$ cat config.mk
export PLATFORM = sky130hd
export DESIGN_NAME = bytecode_fetch
export DESIGN_NICKNAME = d
export VERILOG_FILES = /design/src/rtl/bytecode_fetch.sv
export SDC_FILE = /design/constraint.sdc
export NUM_CORES = 1
export LEC_CHECK = 0
export CORE_MARGIN = 2
export CORE_UTILIZATION = 54
export DETAILED_ROUTE_END_ITERATION = 16
export GPL_TIMING_DRIVEN = 0
export PLACE_DENSITY = 0.87
export SKIP_CTS_REPAIR_TIMING = 1
export SLEW_MARGIN = 20
export SYNTH_ARGS = -nofsm -noshare
export SYNTH_HDL_FRONTEND = slang
export SYNTH_SLANG_ARGS = --single-unit
$ cat constraint.sdc
create_clock -name clk -period 5.3 [get_ports clk]
set_input_delay 0.795 -clock clk [delete_from_list [all_inputs] [get_ports clk]]
set_output_delay 0.795 -clock clk [all_outputs]
set_load 0.005 [all_outputs]
$ cat src/rtl/bytecode_fetch.sv
// ---------------------------------------------------------------------------
// bytecode_fetch
//
// Instruction-fetch front end for the bytecode decoder. Reads a JVM
// instruction (opcode plus 0-2 operand bytes) one byte at a time from a
// byte-wide instruction memory. Packs the bytes into one instruction word
// and offers that word to the decoder over a start/ready handshake. This
// block owns the program counter.
//
// Ports:
//   clk             system clock, rising edge
//   reset           synchronous, active-low reset
//   run             level; 1 allows fetching, 0 parks in IDLE after hand-off
//   pc_load         one-cycle strobe; load pc_value as the new fetch address
//   pc_value        new program counter
//   mem_start       one-cycle memory read request
//   mem_address     byte address, valid while mem_start=1
//   mem_ready       one-cycle strobe, mem_data valid
//   mem_data        returned byte
//   dec_start       instruction_out valid, held until accepted
//   dec_ready       decoder accepts when dec_start and dec_ready are both 1
//   instruction_out packed word {opcode, operand1, operand2, 8'h00}
//   pc              address of the opcode being fetched or offered
// ---------------------------------------------------------------------------
module bytecode_fetch #(
  parameter int byte_width   = 8,
  parameter int width_out    = 32,
  parameter int address_size = 16
) (
  input  logic                    clk,
  input  logic                    reset,
  input  logic                    run,
  input  logic                    pc_load,
  input  logic [address_size-1:0] pc_value,
  output logic                    mem_start,
  output logic [address_size-1:0] mem_address,
  input  logic                    mem_ready,
  input  logic [byte_width-1:0]   mem_data,
  output logic                    dec_start,
  input  logic                    dec_ready,
  output logic [width_out-1:0]    instruction_out,
  output logic [address_size-1:0] pc
);

  localparam logic [1:0] IDLE  = 2'd0;
  localparam logic [1:0] REQ   = 2'd1;
  localparam logic [1:0] WAIT  = 2'd2;
  localparam logic [1:0] ISSUE = 2'd3;

  localparam logic [address_size-1:0] addr_one = address_size'(1);

  logic [1:0]              state, state_n;
  logic [address_size-1:0] fetch_addr, fetch_addr_n;
  logic [address_size-1:0] pc_n;
  logic [1:0]              byte_idx, byte_idx_n;
  logic [1:0]              op_count, op_count_n;
  logic [width_out-1:0]    instr_n;
  logic                    done;

  // Number of operand bytes that follow a given opcode.
  function automatic logic [1:0] operand_count(input logic [byte_width-1:0] op);
    logic [1:0] cnt;
    cnt = 2'd0;
    if (op == 8'h10 || op == 8'h12 || (op >= 8'h15 && op <= 8'h19) ||
        (op >= 8'h36 && op <= 8'h3A) || op == 8'hA9 || op == 8'hBC)
      cnt = 2'd1;
    else if (op == 8'h11 || op == 8'h13 || op == 8'h14 || op == 8'h84 ||
             (op >= 8'h99 && op <= 8'hA8) || (op >= 8'hB2 && op <= 8'hB8) ||
             op == 8'hBB || op == 8'hBD || op == 8'hC0 || op == 8'hC1 ||
             op == 8'hC6 || op == 8'hC7)
      cnt = 2'd2;
    return cnt;
  endfunction

  // Next-state logic. instruction_out itself is the slot storage, so the
  // word under construction is what gets offered once complete. pc_load
  // overrides everything that the normal state flow would do this cycle.
  always_comb begin
    state_n      = state;
    pc_n         = pc;
    fetch_addr_n = fetch_addr;
    byte_idx_n   = byte_idx;
    op_count_n   = op_count;
    instr_n      = instruction_out;
    done         = 1'b0;

    case (state)
      IDLE: begin
        if (run) state_n = REQ;
      end
      REQ: begin
        state_n = WAIT;
      end
      WAIT: begin
        if (mem_ready) begin
          case (byte_idx)
            2'd0: begin
              instr_n[width_out-1 -: byte_width] = mem_data;
              op_count_n = operand_count(mem_data);
              done       = (operand_count(mem_data) == 2'd0);
            end
            2'd1: begin
              instr_n[width_out-byte_width-1 -: byte_width] = mem_data;
              done = (op_count == 2'd1);
            end
            default: begin
              instr_n[width_out-2*byte_width-1 -: byte_width] = mem_data;
              done = 1'b1;
            end
          endcase
          fetch_addr_n = fetch_addr + addr_one;
          byte_idx_n   = byte_idx + 2'd1;
          state_n      = done ? ISSUE : REQ;
        end
      end
      default: begin
        if (dec_ready) begin
          pc_n         = pc + addr_one + address_size'(op_count);
          fetch_addr_n = pc_n;
          byte_idx_n   = 2'd0;
          op_count_n   = 2'd0;
          instr_n      = '0;
          state_n      = run ? REQ : IDLE;
        end
      end
    endcase

    if (pc_load) begin
      pc_n         = pc_value;
      fetch_addr_n = pc_value;
      byte_idx_n   = 2'd0;
      op_count_n   = 2'd0;
      instr_n      = '0;
      state_n      = run ? REQ : IDLE;
    end
  end

  // State and output registers. mem_start/dec_start are derived from the
  // next state so they are registered and line up with REQ/ISSUE exactly.
  always_ff @(posedge clk) begin
    if (!reset) begin
      state           <= IDLE;
      pc              <= '0;
      fetch_addr      <= '0;
      byte_idx        <= 2'd0;
      op_count        <= 2'd0;
      instruction_out <= '0;
      mem_start       <= 1'b0;
      mem_address     <= '0;
      dec_start       <= 1'b0;
    end else begin
      state           <= state_n;
      pc              <= pc_n;
      fetch_addr      <= fetch_addr_n;
      byte_idx        <= byte_idx_n;
      op_count        <= op_count_n;
      instruction_out <= instr_n;
      mem_start       <= (state_n == REQ);
      mem_address     <= fetch_addr_n;
      dec_start       <= (state_n == ISSUE);
    end
  end

endmodule
==> impl_results.md <==
* Detailed-route DRC error count at 0
* Core area at 6830 um^2
* Layout cells sized above 1 at 0.0815
* Synth cell types at 67
* Register area share after synthesis at 0.333
* Post-synthesis cell count at 483
* Worst-skew pair later-pin latency at 0.36 ns
* Drt wl/cell at 17.8 um
* Port Buf Inserts at 83
* CP max stage delay at 0.93 ns
* Tcrit/Tclk final at 0.518
* Final ANT Viol Nets at 0
* Initial antenna violation count at 0
* Setup TNS at 0 ns
* Final Non-Filler Cells at 685
* Vias per std cell at 5.96
* IO Count at 96
* Hold Path Stages at 2
* Total GRT Usage at 0.312
* FF+latch count, synth at 64
* Post-layout net count at 620
* Largest area contributor in the synthesized netlist: dfxtp_1
* Overall via count from detail_route at 4084
* Final Skew at 0.0145 ns
* Endpoints failing setup at 0
* Critical path arrival at 2.94 ns
* Max VDD drop at 0.000165 V
* WL final at 12200 um
* Slew HR at 0.309
* H-tree depth at 3
* Worst Hold Class: reg2reg
* Number of global-route vias before repair at 3816
* Fillcell total at 562
* TritonCTS clock tree: done
* Crit path max-delay family: simple AND/OR/NAND/NOR gates
* Setup CP Type: in2reg
* CTS Buffer Depth at 2
* Crit path to: fetch_addr[14]$_SDFFE_PN0P_
* R2R setup slack at 2.96 ns
* Minimum clock period at 2.74 ns
* Synth area leaders: dfxtp_1, mux2i_1, nand2_1, a21oi_1, xnor2_1
* Clk root buf: clkbuf_8
* Die width at 88.4 um
* Area of the multi-input gates at 2330 um^2
* CTS Buf Count at 9
* Pleak at 1.86 nW
* Initial core utilization at 0.563
* Reg-to-reg startpoint: pc[0]$_SDFFE_PN0P_
* Final hold violation count at 0
* # placed instances at 669
* Drt initial violations at 395
* Die area at 7810 um^2
* Setup crit start: mem_ready
* Register clock-pin slew on the reported worst setup and hold paths at 0.08 ns
* Req. time, crit path at 5.50 ns
* Tightest Pin Transition at 1.02 ns
* Setup crit end kind: flip-flop
* Synth Flop Type: dfxtp_1
* Slew Viols, Final at 0
* Worst path bufs/invs at 1
* First-pass GRT wire length at 18700 um
* RSZ-0062 raised after global routing: false
* Drt first pass iters at 7
* Power Density at 236 nW/um^2
* Max Freq at 364 MHz
* Largest net degree at the start of global routing at 13
* Rows at 30
* Ant. Diodes at 0
* R2r endpoint: fetch_addr[10]$_SDFFE_PN0P_
* Synth Cell Area at 3840 um^2
* Ys Warns at 0
* WP depth at 5
* # clock sinks at 64
* Ys async rst share at 0
* Post-synth EDFFs at 0
* HPWL after DPL at 8940 um
* R2R depth at 9
* Crit start category: primary input
* Status: finished, final reports clean
* Die Y at 88.4 um
* GP Congestion at 0.933
* Overall Power at 1.18 mW
* Synth-to-Final Area Change at 30.8%
* GR Overflow Total at 0
* Worst Path Max Fanout at 8
* Avg Cell Area, Syn at 7.96 um^2
* Top cell type's share of synthesized area at 0.333
* Slowest CP cell: nor4bb_1
* Maxcap violations at 0
* Critical-path cell list: clkdlybuf4s50_1 > nor4bb_1 > o31ai_1 > a31oi_1 > a211oi_1
* Sequential cell area at 1280 um^2
## synth_stat cells, drive strengths merged, types with 3 or more instances
master	number
a211oi	6
a21oi	37
a221oi	3
a31oi	7
and2	13
and3	4
and4	6
buf	24
clkbuf	14
dfxtp	64
ha	5
inv	14
mux2i	19
nand2	51
nand2b	7
nand3	21
nand4	8
nor2	46
nor2b	4
nor3	12
nor3b	4
nor4	6
o211ai	5
o21a	3
o21ai	27
o21bai	3
o31ai	7
or3	3
or4	3
xnor2	20
xor2	7
## cell usage in the layout, fill, tap and decap left out, types with 14 or more instances in the layout
cell / n
a21oi_1: 37
clkdlybuf4s50_1: 83
dfxtp_1: 64
inv_1: 14
mux2i_1: 19
nand2_1: 50
nand3_1: 20
nor2_1: 46
o21ai_0: 26
xnor2_1: 20
## layout make-up
type | instances | share of cell area
timing repair buffer | 83 | 0.165
clock buffer | 10 | 0.0274
clock inverter | 6 | 0.0134
tap | 96 | 0.0239
buffer | 38 | 0.0403
multi-input combinational | 374 | 0.464
sequential | 64 | 0.255
inverter | 14 | 0.0105
## tightest hold or removal path: cells and delay by family (launching register included)
kind / cells / cell delay [ns]
AND/OR/NAND/NOR: 1 / 0.05
AO/OA/AOI/OAI: 1 / 0.05
flip-flops: 1 / 0.31
## power by group
group	switching, mW	leakage (nW)	total (mW)	internal, mW
logic	0.105	1.24	0.205	0.0996
registers	0.0286	0.524	0.529	0.501
clock network	0.218	0.0989	0.450	0.232
total	0.352	1.86	1.18	0.832
## cells by family after synthesis
| kind of cell | count (synthesis) | share of synthesized area |
|---|---|---|
| DFF | 64 | 0.333 |
| xor gates and xnor gates | 27 | 0.0615 |
| buffers and inverters | 52 | 0.0664 |
| muxes | 19 | 0.0495 |
| and+or+nand+nor | 193 | 0.254 |
| adders and majority gates | 6 | 0.0215 |
| other | 1 | 0.000976 |
| AOI/OAI and AO/OA | 121 | 0.213 |
## metal layers
layer / share of wire / GRT usage
met5: 0 / 0
met4: 0.019 / 0.118
met3: 0.065 / 0.0429
met2: 0.47 / 0.505
met1: 0.45 / 0.425
## through the flow
step / setup slack, ns / hold slack, ns / instance area [um^2] / utilization
after CTS: 2.67 / 0.456 / 5030 / 0.736
after floorplan: 3.13 / 0.432 / 3870 / -
final: 2.56 / 0.455 / 5030 / 0.736
after global placement: 2.30 / 0.441 / 4820 / 0.706
after detailed placement: 2.31 / 0.445 / 4820 / 0.706
after global routing: 2.56 / 0.467 / 5030 / 0.736
## worst min-delay path by stage
stage                                                start                               end
after floorplan                   byte_idx[1]$_SDFFE_PP0P_          byte_idx[1]$_SDFFE_PP0P_
after global placement            byte_idx[1]$_SDFFE_PP0P_          byte_idx[1]$_SDFFE_PP0P_
after detailed placement          byte_idx[1]$_SDFFE_PP0P_          byte_idx[1]$_SDFFE_PP0P_
after CTS                         byte_idx[1]$_SDFFE_PP0P_          byte_idx[1]$_SDFFE_PP0P_
after global routing      instruction_out[29]$_SDFFE_PP0P_  instruction_out[29]$_SDFFE_PP0P_
final                     instruction_out[30]$_SDFFE_PP0P_  instruction_out[30]$_SDFFE_PP0P_
## flip-flops by register name, indices dropped and copies added (netlist names)
signal	count
instruction_out	24
pc	16
op_count	2
byte_idx	2
mem_start	1
fetch_addr	16
dec_start	1
state	2
No activity file was read; power rests on OpenSTA's default activity.
